[config.mk]
export PLATFORM = sky130hd
export DESIGN_NAME = req_encoder16_4
export DESIGN_NICKNAME = d
export VERILOG_FILES = /design/src/rtl/req_enc_pkg.sv /design/src/rtl/prio_encoder16_4.sv /design/src/rtl/req_encoder16_4.sv
export SDC_FILE = /design/constraint.sdc
export NUM_CORES = 1
export LEC_CHECK = 0
export BUFFER_PORTS_ARGS = -buffer_cell sky130_fd_sc_hd__buf_2
export CAP_MARGIN = 15
export CORE_MARGIN = 3
export CORE_UTILIZATION = 45
export CTS_CLUSTER_DIAMETER = 150
export DETAILED_ROUTE_END_ITERATION = 6
export GPL_ROUTABILITY_DRIVEN = 1
export PLACE_DENSITY = 0.82
export SYNTH_ARGS = -nofsm -noshare
export SYNTH_HDL_FRONTEND = slang
export SYNTH_SLANG_ARGS = --single-unit
[constraint.sdc]
create_clock -name clk -period 1.6 [get_ports clk]
set_input_delay 0.32 -clock clk [delete_from_list [all_inputs] [get_ports clk]]
set_output_delay 0.32 -clock clk [all_outputs]
set_load 0.05 [all_outputs]
[src/rtl/req_enc_pkg.sv]
// Shared definitions for the sequential 16->4 request encoder.
//
// Contents:
//   WIDTH, IDX_W       request bitmap width and index width
//   req_enc_state_t    encoder FSM states (IDLE, DRAIN)
//   req_vec_t          request bitmap type
//   req_idx_t          index type
//   clear_bit()        returns a bitmap with one indexed bit cleared
package req_enc_pkg;

  localparam int WIDTH = 16;
  localparam int IDX_W = $clog2(WIDTH);

  typedef enum logic {
    IDLE  = 1'b0,
    DRAIN = 1'b1
  } req_enc_state_t;

  typedef logic [WIDTH-1:0] req_vec_t;
  typedef logic [IDX_W-1:0] req_idx_t;

  // Clear the bit selected by idx; all other bits pass through.
  function automatic req_vec_t clear_bit(input req_vec_t vec, input req_idx_t idx);
    req_vec_t mask;
    mask = req_vec_t'(1) << idx;
    return vec & ~mask;
  endfunction

endpackage

[src/rtl/prio_encoder16_4.sv]
// Combinational priority encoder with a movable search start.
//
// Finds the first set bit of vec at or above start, wrapping modulo WIDTH.
// With start tied to zero this is a plain lowest-index-first encoder.
//
// Ports:
//   vec                  in   WIDTH  bitmap to search
//   start                in   IDX_W  index where the search begins
//   idx                  out  IDX_W  selected index (0 when vec is empty)
//   found                out  1      vec has at least one set bit
//   onehot_count_is_one  out  1      exactly one bit of vec is set
module prio_encoder16_4
  import req_enc_pkg::*;
(
  input  logic [WIDTH-1:0] vec,
  input  logic [IDX_W-1:0] start,
  output logic [IDX_W-1:0] idx,
  output logic             found,
  output logic             onehot_count_is_one
);

  logic [2*WIDTH-1:0] doubled;
  req_vec_t           rotated;
  req_idx_t           offset;

  always_comb begin
    // NOTE: every variable gets a default before any conditional write so no
    // latch is inferred when the loop finds nothing.
    offset = '0;

    // Rotating the bitmap right by start turns the wrapped search into a plain
    // lowest-set-bit search; the offset is then added back modulo WIDTH.
    doubled = {vec, vec} >> start;
    rotated = doubled[WIDTH-1:0];

    // Scan high to low so the last hit, i.e. the lowest set bit, wins.
    for (int i = WIDTH - 1; i >= 0; i--) begin
      if (rotated[i]) offset = IDX_W'(i);
    end

    found = |vec;
    // The index wraps naturally in IDX_W bits because WIDTH is a power of two.
    idx   = found ? (start + offset) : '0;

    // Clearing the lowest set bit leaves zero only for a single-bit bitmap.
    onehot_count_is_one = found && ((vec & (vec - req_vec_t'(1))) == '0);
  end

endmodule

[src/rtl/req_encoder16_4.sv]
// Sequential 16->4 request encoder.
//
// Accepts a 16-bit request bitmap and emits the index of every set bit, one
// per valid/ready handshake, clearing each bit as it is consumed. out_idx and
// out_last are combinational from the registered pending bitmap, so the first
// index appears the cycle after the bitmap is accepted.
//
// Build option:
//   REQ_ENC_ROUND_ROBIN_EN  defined: search starts at rr_ptr, which moves to
//                           one past each transferred index and survives
//                           across bitmaps. Undefined: lowest index first.
//
// Ports:
//   clk         in   1      clock, all state on posedge
//   reset       in   1      synchronous, active-high
//   load_valid  in   1      load_vec is valid
//   load_ready  out  1      a new bitmap can be accepted (IDLE only)
//   load_vec    in   WIDTH  request bitmap, bit i requests index i
//   out_valid   out  1      out_idx holds a pending index
//   out_ready   in   1      consumer takes out_idx this cycle
//   out_idx     out  IDX_W  index of the selected pending bit (0 when idle)
//   out_last    out  1      out_idx is the final pending bit
//   pending     out  WIDTH  bits not yet emitted (registered)
module req_encoder16_4
  import req_enc_pkg::*;
(
  input  logic             clk,
  input  logic             reset,
  input  logic             load_valid,
  output logic             load_ready,
  input  logic [WIDTH-1:0] load_vec,
  output logic             out_valid,
  input  logic             out_ready,
  output logic [IDX_W-1:0] out_idx,
  output logic             out_last,
  output logic [WIDTH-1:0] pending
);

  req_enc_state_t state_q, state_d;
  req_vec_t       pending_q, pending_d;

  req_idx_t       search_start;
  req_idx_t       enc_idx;
  logic           enc_found;
  logic           enc_single;
  logic           transfer;

  prio_encoder16_4 u_prio (
    .vec                 (pending_q),
    .start               (search_start),
    .idx                 (enc_idx),
    .found               (enc_found),
    .onehot_count_is_one (enc_single)
  );

  assign transfer = out_valid & out_ready;
  assign pending  = pending_q;

`ifdef REQ_ENC_ROUND_ROBIN_EN
  req_idx_t rr_ptr_q;

  assign search_start = rr_ptr_q;

  // Pointer moves one past each consumed index; IDX_W-bit arithmetic wraps
  // 15 to 0. Only reset clears it, so fairness carries across bitmaps.
  always_ff @(posedge clk) begin
    if (reset) begin
      rr_ptr_q <= '0;
    end else if (transfer) begin
      rr_ptr_q <= out_idx + req_idx_t'(1);
    end
  end
`else
  assign search_start = '0;
`endif

  always_comb begin
    state_d    = state_q;
    pending_d  = pending_q;
    load_ready = 1'b0;
    out_valid  = 1'b0;
    out_idx    = '0;
    out_last   = 1'b0;

    unique case (state_q)
      IDLE: begin
        load_ready = 1'b1;
        // An empty bitmap is accepted but leaves nothing to drain.
        if (load_valid && (load_vec != '0)) begin
          pending_d = load_vec;
          state_d   = DRAIN;
        end
      end

      DRAIN: begin
        // load_valid is deliberately ignored here; the bitmap is not latched.
        out_valid = 1'b1;
        out_idx   = enc_idx;
        out_last  = enc_single;
        if (out_ready) begin
          pending_d = clear_bit(pending_q, enc_idx);
          if (enc_single) state_d = IDLE;
        end
      end

      default: state_d = IDLE;
    endcase
  end

  // enc_found is implied by DRAIN; kept visible for debug only.
  logic unused_found;
  assign unused_found = enc_found;

  always_ff @(posedge clk) begin
    // NOTE: state registers use non-blocking assignments so every register
    // samples the pre-edge values regardless of block ordering.
    if (reset) begin
      state_q   <= IDLE;
      pending_q <= '0;
    end else begin
      state_q   <= state_d;
      pending_q <= pending_d;
    end
  end

endmodule
==> results.yml, run 1 <==
run_status:
  status: "aborted with a tool error"
  haltStage: "clock tree synthesis (4_1_cts)"
  error: "[ERROR DPL-0033] detailed placement checks failed during check placement."
yosys:
  synth-edff-count: 0
  ys_seq_area_share_pct: 26.6
  yosys_most_used_dff: "dfxtp_1"
  syn-instance-count: 161
  syn_nets: 181
  avgSynthCellArea_sq_um: 7.94
  yosysWarnings: 0
  synth_area_sq_um: 1280
  ys_types: 37
  ys_async_sr_fraction_pct: 0
  synth-seq-cells: 17
floorplanning:
  rows: 18
  ios: 43
  fp.dieW_microns: 59.3
  start_util_pct: 49.4
  die_h_microns: 59.3
clocking:
  cts_resized: 67
  hold_buffers: 0
  cts.sinks: 17
  clock_path_buffers: 2
  cts-htree-levels: 1
  cts-root-buf: "clkbuf_4"
  cts_inserted_buffers: 3
  cts_setup_buffers: 23
place:
  port_buffers: 42
  place_congestion: 0.819
  hpwl_microns: 3950
==> kinds of logic after synthesis <==
group	share of synthesized area [%]
compound gates	28.8
buf+inv	4.70
flops	26.6
mux	12.5
simple gates	27.4
==> Yosys cell counts, drive strengths merged (2+ instances only) <==
cell	instances	area [sq um]
a2111oi	2	17.5
a211oi	6	45.0
a21oi	6	30.0
a311oi	11	96.3
a31oi	3	18.8
and2	2	12.5
buf	5	28.8
clkbuf	4	16.3
dfxtp	17	340
inv	4	15.0
mux2i	16	160
nand2	11	48.8
nand3	2	10.0
nand4	4	25.0
nor2	21	78.8
nor3	6	30.0
nor4	8	95.1
o21ai	18	90.1
o31a	2	17.5
o31ai	3	27.5
==> through the flow <==
| stage | cells | utilization (%) | setup WS, ns | area (sq um) | hold slack (ns) |
|---|---|---|---|---|---|
| after floorplan | 161 | - | -0.624 | 1450 | 0.415 |
| after global placement | 285 | 80.5 | -0.429 | 2090 | 0.489 |
| after detailed placement | 285 | 80.5 | -0.491 | 2090 | 0.497 |
==> run 2: changes to the inputs <==
--- a/config.mk
+++ b/config.mk
@@ -8,11 +8,10 @@
 export BUFFER_PORTS_ARGS = -buffer_cell sky130_fd_sc_hd__buf_2
 export CAP_MARGIN = 15
 export CORE_MARGIN = 3
-export CORE_UTILIZATION = 45
-export CTS_CLUSTER_DIAMETER = 150
+export CORE_UTILIZATION = 30
 export DETAILED_ROUTE_END_ITERATION = 6
 export GPL_ROUTABILITY_DRIVEN = 1
-export PLACE_DENSITY = 0.82
+export PLACE_DENSITY_LB_ADDON = 0.15
 export SYNTH_ARGS = -nofsm -noshare
 export SYNTH_HDL_FRONTEND = slang
 export SYNTH_SLANG_ARGS = --single-unit
==> constraint.sdc (replaced) <==
create_clock -name clk -period 2.1 [get_ports clk]
set_input_delay 0.42 -clock clk [delete_from_list [all_inputs] [get_ports clk]]
set_output_delay 0.42 -clock clk [all_outputs]
set_load 0.05 [all_outputs]
==> run 2 against run 1 <==
  * The flow now finishes, with violations (negative setup slack)
  * Synthesized cell count unchanged
  * Area after synthesis unchanged
==> results.yml, run 2 <==
global_routing:
  grt_pass1_wl_microns: 7650
  grt_pass1_vias: 1557
  grt_max_degree: 31
  antenna_found_initial: 0
  grt-ovfl-total: 0
  grt_usage_pct: 18.7
place:
  place_congestion: 0.870
  port_buffers: 42
  pre_cts_slack_ns: -0.0863
  hpwl_microns: 3680
final_layout:
  multi_input_area_sq_um: 986
  layout_common_cells: "buf_2 (37), buf_4 (33), nor2_1 (17), o21ai_0 (16), mux2i_1 (16)"
  layout-drive-gt1-share_pct: 50.4
  nFillCells: 399
  final_common_cell: "buf_2"
  num-nets-final: 253
  syn_to_final_growth_pct: 56.1
  antennaDiodeCount: 0
  largest_register_ffs: 16
  seqCellArea_sq_um: 374
clocking:
  cts-htree-levels: 1
  cts_tree: "built"
  insertion_delay_ns: 0.25
  clock_path_buffers: 2
  cts.sinks: 17
  clkTransAtPathRegs_ns: 0.07
  cts-root-buf: "clkbuf_8"
  cts_inserted_buffers: 3
routing:
  highest_layer: "met4"
  routed_wl_microns: 4650
  route.met2.wl_microns: 2110
  ant_nets: 0
  vias: 1579
  dr.pass1.iters: 4
  drc: 0
  routed_via_density: 5.60
  drt-met1-wl_microns: 2240
  route.met3.wl_microns: 263
  initialDrtViolationCount: 120
  wire_per_inst_microns: 16.5
floorplanning:
  fp.dieW_microns: 71.3
  coreArea_sq_um: 4060
  die_h_microns: 71.3
  start_util_pct: 31.5
  die_area_sq_um: 5080
  rows: 23
  ios: 43
worst_hold_path:
  hold_path_depth: 2
  holdCritPathClass: "input port to flop"
power_and_ir_drop:
  p_leak_nw: 0.891
  powerDensity_nw_per_um2: 706
  peakVddDrop_v: 0.000315
yosys:
  synth-edff-count: 0
  synth_area_sq_um: 1280
  synth_compound_area_share_pct: 28.8
  synth-simple-area-share_pct: 27.4
  yosys_most_used_dff: "dfxtp_1"
  synth-seq-cells: 17
  yosysWarnings: 0
  synth_top_area_share_pct: 26.6
  synthMuxAreaShare_pct: 12.5
  avgSynthCellArea_sq_um: 7.94
  syn_nets: 181
  ys_async_sr_fraction_pct: 0
  syn-instance-count: 161
  synth-xor-area-share_pct: 0
  synth-adder-area-share_pct: 0
  synth_top_family_by_area: "compound AO/OA/AOI/OAI gates"
  synthTopCellsByCount: "nor2_1 (21), dfxtp_1 (17), o21ai_0 (17)"
  ys_types: 37
  ys_seq_area_share_pct: 26.6
  synth_area_leader_cell: "dfxtp_1"
  synthTopCellsByArea: "dfxtp_1 (27%), mux2i_1 (13%), a311oi_1 (7.5%)"
  synth.most_common_cell: "nor2_1"
sta:
  slew_viol_final: 0
  finalSetupViolations: 3
  rsz0062_at_grt: "yes"
  clock.fmax_ghz: 0.433
  worstMarginPinSlew_ns: 0.456
  min_period_over_period_pct: 110
  finalCriticalPeriod_ns: 2.31
  setup_slack_ns: -0.207
  hold_viol_final: 0
  finClkSkew_ns: 0.00283
  setup_tns_ns: -0.339
  relSlewSlack_pct: 69.5
run_status:
  violations: "negative setup slack"
  status: "finished with violations"
worst_setup_path:
  cp.arrival_ns: 1.89
  criticalPathCategory: "flop to output pin"
  worst_setup_path_start_kind: "flop"
  rr_worst_depth: 8
  critPathCaptureType: "output pin"
  cp.required_ns: 1.68
  crit_fanout: 6
job:
  max-cap-violations: 0
-- run 2: area by class of cell --
cell class,instances,area share [%]
multi-input combinational,131,49.4
timing repair buffer,76,25.5
tap,50,3.13
clock buffer,4,2.26
sequential,17,18.7
inverter,4,0.940
-- run 2: layer usage --
metal | up-vias | GRT usage, %
li1 | 765 | -
met1 | 753 | 28.0
met2 | 56 | 27.9
met3 | 5 | 2.66
met4 | 0 | 5.43
met5 | - | 0
-- run 2: path summary, 6_finish.rpt --
path,to,slack [ns],start
max,out_last,-0.21,pending[13]
min,pending[0],0.38,out_ready
max reg2reg,state_q,0.13,pending[13]
min reg2reg,pending[0],0.56,state_q
-- run 2: timing repair --
item / CTS / global route
gates resized for setup: 14 / 13
pin swaps: 6 / 4
setup endpoints to repair: 5 / 5
buffers inserted: 3 / 0
hold buffers: 0 / 0
-- run 2: cell families after synthesis --
group	count (synthesis)
compound gates	54
buf+inv	13
flops	17
mux	16
simple gates	61
-- run 2: critical path, stage by stage, from the launching register on --
cell and delay, ns:
dfxtp_2 0.33, buf_4 0.16, nor2_1 0.26, nand4_1 0.19, a2bb2oi_1 0.18, nand4_1 0.18, nor3_4 0.16, buf_6 0.18
-- run 2: power by group --
group	internal (W)	total, W	switching, W
logic	0.000312	0.000769	0.000458
registers	0.000349	0.000389	0.0000403
clock network	0.000135	0.000250	0.000115
-- run 2: per-stage QoR --
| step | hold slack, ns | total power [W] | area (sq um) | utilization, % | std cells |
|---|---|---|---|---|---|
| 2_1_floorplan | 0.515 | 0.000840 | 1370 | - | 161 |
| 3_3_place_gp | 0.538 | 0.00108 | 1830 | 45.1 | 275 |
| 3_5_place_dp | 0.546 | 0.00109 | 1830 | 45.1 | 275 |
| 4_1_cts | 0.388 | 0.00137 | 1940 | 47.8 | 282 |
| 5_1_grt | 0.390 | 0.00149 | 2000 | 49.2 | 282 |
| 6_report | 0.379 | 0.00141 | 2000 | 49.2 | 282 |
(Power assumes the default switching activity.)
